File: src/rtl/seg_scheduler.sv
// Four-digit seven-segment scan driver that pages through up to four 32-bit
// requesters, one 16-bit half per page, switching pages only on frame boundaries.
module seg_scheduler #(
  parameter int SCAN_DIV     = 50000,
  parameter int DWELL_FRAMES = 500
) (
  input  logic        sysclk,
  input  logic        reset,
  input  logic [31:0] src_data0,
  input  logic [31:0] src_data1,
  input  logic [31:0] src_data2,
  input  logic [31:0] src_data3,
  input  logic [3:0]  src_valid,
  input  logic        hold,
  input  logic        next,
  output logic [3:0]  AN,
  output logic [7:0]  digi,
  output logic [2:0]  page,
  output logic        blank
);

  localparam int TW = (SCAN_DIV > 1) ? $clog2(SCAN_DIV) : 1;
  localparam int DW = (DWELL_FRAMES > 1) ? $clog2(DWELL_FRAMES + 1) : 1;

  typedef enum logic {ST_BLANK, ST_SHOW} state_t;

  state_t          r_state;
  logic [TW-1:0]   r_tickCnt;
  logic [1:0]      r_digit;
  logic [DW-1:0]   r_dwell;
  logic            r_pending;
  logic [15:0]     r_snap;
  logic [2:0]      r_page;
  logic [3:0]      r_an;
  logic [7:0]      r_digi;

  state_t          w_stateNext;
  logic            w_tick;
  logic            w_frameStart;
  logic            w_frameEnd;
  logic [DW-1:0]   w_dwellNext;
  logic            w_pendingNext;
  logic [2:0]      w_pageNext;
  logic [31:0]     w_srcWord;
  logic [15:0]     w_snapNext;
  logic [3:0]      w_nibble;
  logic [3:0]      w_anNext;
  logic [7:0]      w_digiNext;

  function automatic logic [6:0] hexSeg(input logic [3:0] n);
    logic [6:0] s;
    case (n)
      4'h0: s = 7'h3F;  4'h1: s = 7'h06;  4'h2: s = 7'h5B;  4'h3: s = 7'h4F;
      4'h4: s = 7'h66;  4'h5: s = 7'h6D;  4'h6: s = 7'h7D;  4'h7: s = 7'h07;
      4'h8: s = 7'h7F;  4'h9: s = 7'h6F;  4'hA: s = 7'h77;  4'hB: s = 7'h7C;
      4'hC: s = 7'h39;  4'hD: s = 7'h5E;  4'hE: s = 7'h79;  default: s = 7'h71;
    endcase
    return s;
  endfunction

  // Round-robin search starting after cur; falls back to cur when it is the only valid source.
  function automatic logic [1:0] nextValid(input logic [1:0] cur, input logic [3:0] v);
    logic [1:0] res;
    logic [1:0] cand;
    res = cur;
    for (int k = 3; k >= 1; k--) begin
      cand = cur + 2'(k);
      if (v[cand]) res = cand;
    end
    return res;
  endfunction

  function automatic logic [1:0] lowestValid(input logic [3:0] v);
    logic [1:0] res;
    res = 2'd0;
    for (int k = 3; k >= 0; k--) begin
      if (v[k]) res = 2'(k);
    end
    return res;
  endfunction

  // Page sequencing: every advance cause is folded into one step taken at frame start.
  always_comb begin
    w_tick        = (r_tickCnt == TW'(SCAN_DIV - 1));
    w_frameStart  = w_tick && (r_digit == 2'd0);
    w_frameEnd    = w_tick && (r_digit == 2'd3);
    w_stateNext   = r_state;
    w_pageNext    = r_page;
    w_pendingNext = r_pending | next;
    w_dwellNext   = r_dwell;

    if (w_frameEnd && (r_state == ST_SHOW) && !hold) begin
      if (r_dwell == DW'(DWELL_FRAMES - 1)) begin
        w_dwellNext   = '0;
        w_pendingNext = 1'b1;
      end else begin
        w_dwellNext = r_dwell + DW'(1);
      end
    end

    if (w_frameStart) begin
      if (r_state == ST_BLANK) begin
        if (src_valid != 4'b0000) begin
          w_stateNext   = ST_SHOW;
          w_pageNext    = {lowestValid(src_valid), 1'b0};
          w_pendingNext = 1'b0;
          w_dwellNext   = '0;
        end
      end else if (src_valid == 4'b0000) begin
        w_stateNext = ST_BLANK;
      end else if (!src_valid[r_page[2:1]]) begin
        w_pageNext    = {nextValid(r_page[2:1], src_valid), 1'b0};
        w_pendingNext = 1'b0;
        w_dwellNext   = '0;
      end else if (r_pending || next) begin
        w_pageNext    = r_page[0] ? {nextValid(r_page[2:1], src_valid), 1'b0}
                                  : {r_page[2:1], 1'b1};
        w_pendingNext = 1'b0;
        w_dwellNext   = '0;
      end
    end
  end

  // Digit 0 of a frame must already show the freshly captured snapshot.
  always_comb begin
    case (w_pageNext[2:1])
      2'd0:    w_srcWord = src_data0;
      2'd1:    w_srcWord = src_data1;
      2'd2:    w_srcWord = src_data2;
      default: w_srcWord = src_data3;
    endcase
    w_snapNext = r_snap;
    if (w_frameStart) w_snapNext = w_pageNext[0] ? w_srcWord[31:16] : w_srcWord[15:0];
    case (r_digit)
      2'd0:    w_nibble = w_snapNext[3:0];
      2'd1:    w_nibble = w_snapNext[7:4];
      2'd2:    w_nibble = w_snapNext[11:8];
      default: w_nibble = w_snapNext[15:12];
    endcase
    w_anNext   = r_an;
    w_digiNext = r_digi;
    if (w_tick) begin
      if (w_stateNext == ST_SHOW) begin
        w_anNext   = 4'b0001 << r_digit;
        w_digiNext = {(r_digit == 2'd3) && w_pageNext[0], hexSeg(w_nibble)};
      end else begin
        w_anNext   = 4'b0000;
        w_digiNext = 8'h00;
      end
    end
  end

  always_ff @(posedge sysclk) begin
    if (reset) begin
      r_state   <= ST_BLANK;
      r_tickCnt <= '0;
      r_digit   <= 2'd0;
      r_dwell   <= '0;
      r_pending <= 1'b0;
      r_snap    <= 16'h0000;
      r_page    <= 3'b000;
      r_an      <= 4'b0000;
      r_digi    <= 8'h00;
    end else begin
      r_state   <= w_stateNext;
      r_tickCnt <= w_tick ? '0 : r_tickCnt + TW'(1);
      r_digit   <= w_tick ? r_digit + 2'd1 : r_digit;
      r_dwell   <= w_dwellNext;
      r_pending <= w_pendingNext;
      r_snap    <= w_snapNext;
      r_page    <= w_pageNext;
      r_an      <= w_anNext;
      r_digi    <= w_digiNext;
    end
  end

  assign AN    = r_an;
  assign digi  = r_digi;
  assign page  = r_page;
  assign blank = (r_state == ST_BLANK);

endmodule

File: config.mk
export PLATFORM = sky130hd
export DESIGN_NAME = seg_scheduler
export DESIGN_NICKNAME = d
export VERILOG_FILES = /design/src/rtl/seg_scheduler.sv
export SDC_FILE = /design/constraint.sdc
export NUM_CORES = 1
export LEC_CHECK = 0
export CELL_PAD_IN_SITES_DETAIL_PLACEMENT = 1
export CELL_PAD_IN_SITES_GLOBAL_PLACEMENT = 1
export CORE_MARGIN = 10
export CORE_UTILIZATION = 31
export DETAILED_ROUTE_END_ITERATION = 10
export GPL_ROUTABILITY_DRIVEN = 1
export PLACE_DENSITY = 0.78
export SYNTH_ARGS = -nofsm -noshare
export SYNTH_HDL_FRONTEND = slang
export SYNTH_SLANG_ARGS = --single-unit
File: constraint.sdc
create_clock -name sysclk -period 4.15 [get_ports sysclk]
set_input_delay 0.6225 -clock sysclk [delete_from_list [all_inputs] [get_ports sysclk]]
set_output_delay 0.6225 -clock sysclk [all_outputs]
set_load 0.05 [all_outputs]
==> results.sh <==
export IMPL_ys_types=91
export IMPL_ys_warn_count=0
export IMPL_netlist_instances=685
export IMPL_fin_crit_ps=4020
export IMPL_numPortBuffers=151
export IMPL_crit_type="in2reg"
export IMPL_grt_start_max_net_pins=26
export IMPL_cp_start_kind="input pin"
export IMPL_max_freq_mhz=249
export IMPL_synthTopCellsByArea="dfxtp_1 23%, nor2_1 4.8%, a21oi_1 4.5%, nand2_1 3.8%, nand3_1 3.3%"
export IMPL_grt_pass1_wl_mm=38.7
export IMPL_fin_crit_sh_pct=96.8
export IMPL_final_util_pct=50.1
export IMPL_synth_edff_count=0
export IMPL_setup_violations=0
export IMPL_drtAntennaViolNets=0
export IMPL_start_util_pct=31.6
export IMPL_ys_flop_type="dfxtp_1"
export IMPL_cp_required_ps=4400
export IMPL_tritoncts="done"
export IMPL_vias=6759
export IMPL_fin_nets=1071
export IMPL_syn_nets=831
export IMPL_p_leak_uw=0.00311
export IMPL_place_hpwl_mm=20.0
export IMPL_root_buffer="clkbuf_16"
export IMPL_drc=0
export IMPL_cts_sink_count=60
export IMPL_tightest_slew_ps=1090
export IMPL_dieArea_um2=22500
export IMPL_wire_per_inst_um=22.5
export IMPL_core_area_um2=16600
export IMPL_synth_most_common_cell="nor2_1"
export IMPL_antenna_found_initial=0
export IMPL_hp_class="reg2reg"
export IMPL_synth_top_cell_area_share_pct=22.9
export IMPL_place_gp_congestion=0.896
export IMPL_fin_worst_skew_ps=7.94
export IMPL_drtPass1Iterations=8
export IMPL_die_width_um=150
export IMPL_synth_async_reset_ratio_pct=0
export IMPL_htree_num_levels=3
export IMPL_grt_use_total_pct=21.8
export IMPL_hold_buffers=0
export IMPL_routed_wl_mm=25.9
export IMPL_peakVddDrop_v=0.000229
export IMPL_netlist_area_um2=5240
export IMPL_maxSlewViolCount=0
export IMPL_cp_end_kind="flip-flop"
export IMPL_insertion_delay_ps=340
export IMPL_seq_area_frac_synth_pct=22.9
export IMPL_yosys_top_cells_count="67 x nor2_1, 60 x dfxtp_1, 53 x nand2_1, 47 x a21oi_1, 35 x nand3_1"
export IMPL_final_layout_size_suffix_gt1_share_pct=23.1
export IMPL_hold_viol=0
export IMPL_viasPerCell=5.88
export IMPL_syn_area_per_cell_um2=7.65
export IMPL_diodes=0
export IMPL_powerDensity_nw_per_um2=193
export IMPL_cp_arrival_ps=4270
export IMPL_area_growth_pct=58.5
export IMPL_grt_overflow=0
export IMPL_clkTransAtPathRegs_ps=50
export IMPL_numCtsBuffers=9
export IMPL_clk_path_buf_depth=2
export IMPL_status="finished, final reports clean"
export IMPL_rows=47
export IMPL_cap_violations=0
export IMPL_relSlewSlack_pct=26.8
export IMPL_yosys_area_top_type="dfxtp_1"
export IMPL_io_pins=152
export IMPL_power_uw=1600
export IMPL_grt_pass1_vias=6991
export IMPL_cp_max_fo=8
export IMPL_ys_seq_elements=60
export IMPL_die_h_um=150
export IMPL_drtIter0Drc=434
==> cells by family (layout without fill, tap and decap cells) <==
group,Yosys count,after routing,synth area share [%]
buf+inv,74,319,6.37
mux,23,23,4.80
compound gates,232,232,33.1
simple gates,267,267,27.2
fa+ha+maj,10,10,2.39
xor+xnor,19,19,3.18
flops,60,60,22.9
==> cell usage in the layout (no fill, tap or decap), types with 13 or more instances in the layout <==
cell,count
a31oi_1,13
nor2_1,66
o21ai_0,27
nand4_1,22
nand3_1,35
a21oi_1,46
xor2_1,14
mux2i_1,15
and3_1,17
inv_1,19
nand2_1,52
clkdlybuf4s50_1,147
dfxtp_1,57
buf_4,124
o221ai_1,14
==> per-stage QoR <==
step / worst slack (ps) / cells / instance area, um2 / TNS, ps / hold WS [ps]
4_1_cts: -8.91 / 1144 / 8100 / -8.91 / 461
3_5_place_dp: -466 / 1126 / 7750 / -2860 / 447
3_3_place_gp: -352 / 1126 / 7750 / -2080 / 442
6_report: 132 / 1150 / 8310 / 0 / 460
2_1_floorplan: 6.13 / 685 / 5250 / 0 / 426
5_1_grt: -45.0 / 1150 / 8310 / -62.2 / 513
==> repair_timing <==
action | in CTS | in global routing
pin swaps | 2 | 9
endpoints found under the setup margin | 7 | 7
buffers inserted | 2 | 5
cloned | 0 | 1
resized for setup | 6 | 38
==> worst max-delay path, cell delays in order <==
cell             delay (ps)
clkdlybuf4s50_1         520
o21ai_1                 150
a21o_4                  270
o311a_4                 390
nor3_4                  390
buf_6                   190
mux2_4                  320
o32ai_4                 270
o31ai_2                 120
o41ai_2                  80
buf_4                   210
ha_1                    260
nand2b_4                150
o211a_1                 110
o31ai_2                 200
==> layout make-up <==
type	instances	area [um2]
Multi-Input combinational cell	551	3870
Clock inverter	5	61.3
Fill cell	1988	8280
Timing Repair Buffer	283	2570
Sequential cell	60	1200
Inverter	20	75.1
Tap cell	220	275
Clock buffer	11	243
==> layer usage <==
| metal | global-route usage, % | vias to the layer above | part of all wire, % |
|---|---|---|---|
| li1 | - | 3121 | - |
| met1 | 27.2 | 3327 | 42 |
| met2 | 37.4 | 274 | 49 |
| met3 | 2.99 | 37 | 6.4 |
| met4 | 7.63 | 0 | 2.4 |
| met5 | 0 | - | 0 |
==> registers in the layout (all words and copies together), names as in the netlist, 2 cells and up <==
signal	cells
digi	8
r_dwell	9
AN	4
r_digit	2
page	3
r_snap	16
r_tickCnt	16
==> where the power goes <==
group	switching, uW	total, uW	internal (uW)	leakage [uW]
sequential	3.02	582	579	0.000486
combinational	98.9	253	154	0.00248
clock	285	767	482	0.000138
==> worst paths after layout <==
kind,from,endpoint,slack (ps),depth (start not counted)
worst max-delay path,next,digi[1],130,15
worst min-delay path,r_tickCnt[0],r_tickCnt[0],460,1
worst max register to register,page[2],digi[1],160,14
worst min register to register,r_tickCnt[0],r_tickCnt[0],460,1
No activity file was read; power rests on OpenSTA's default activity.
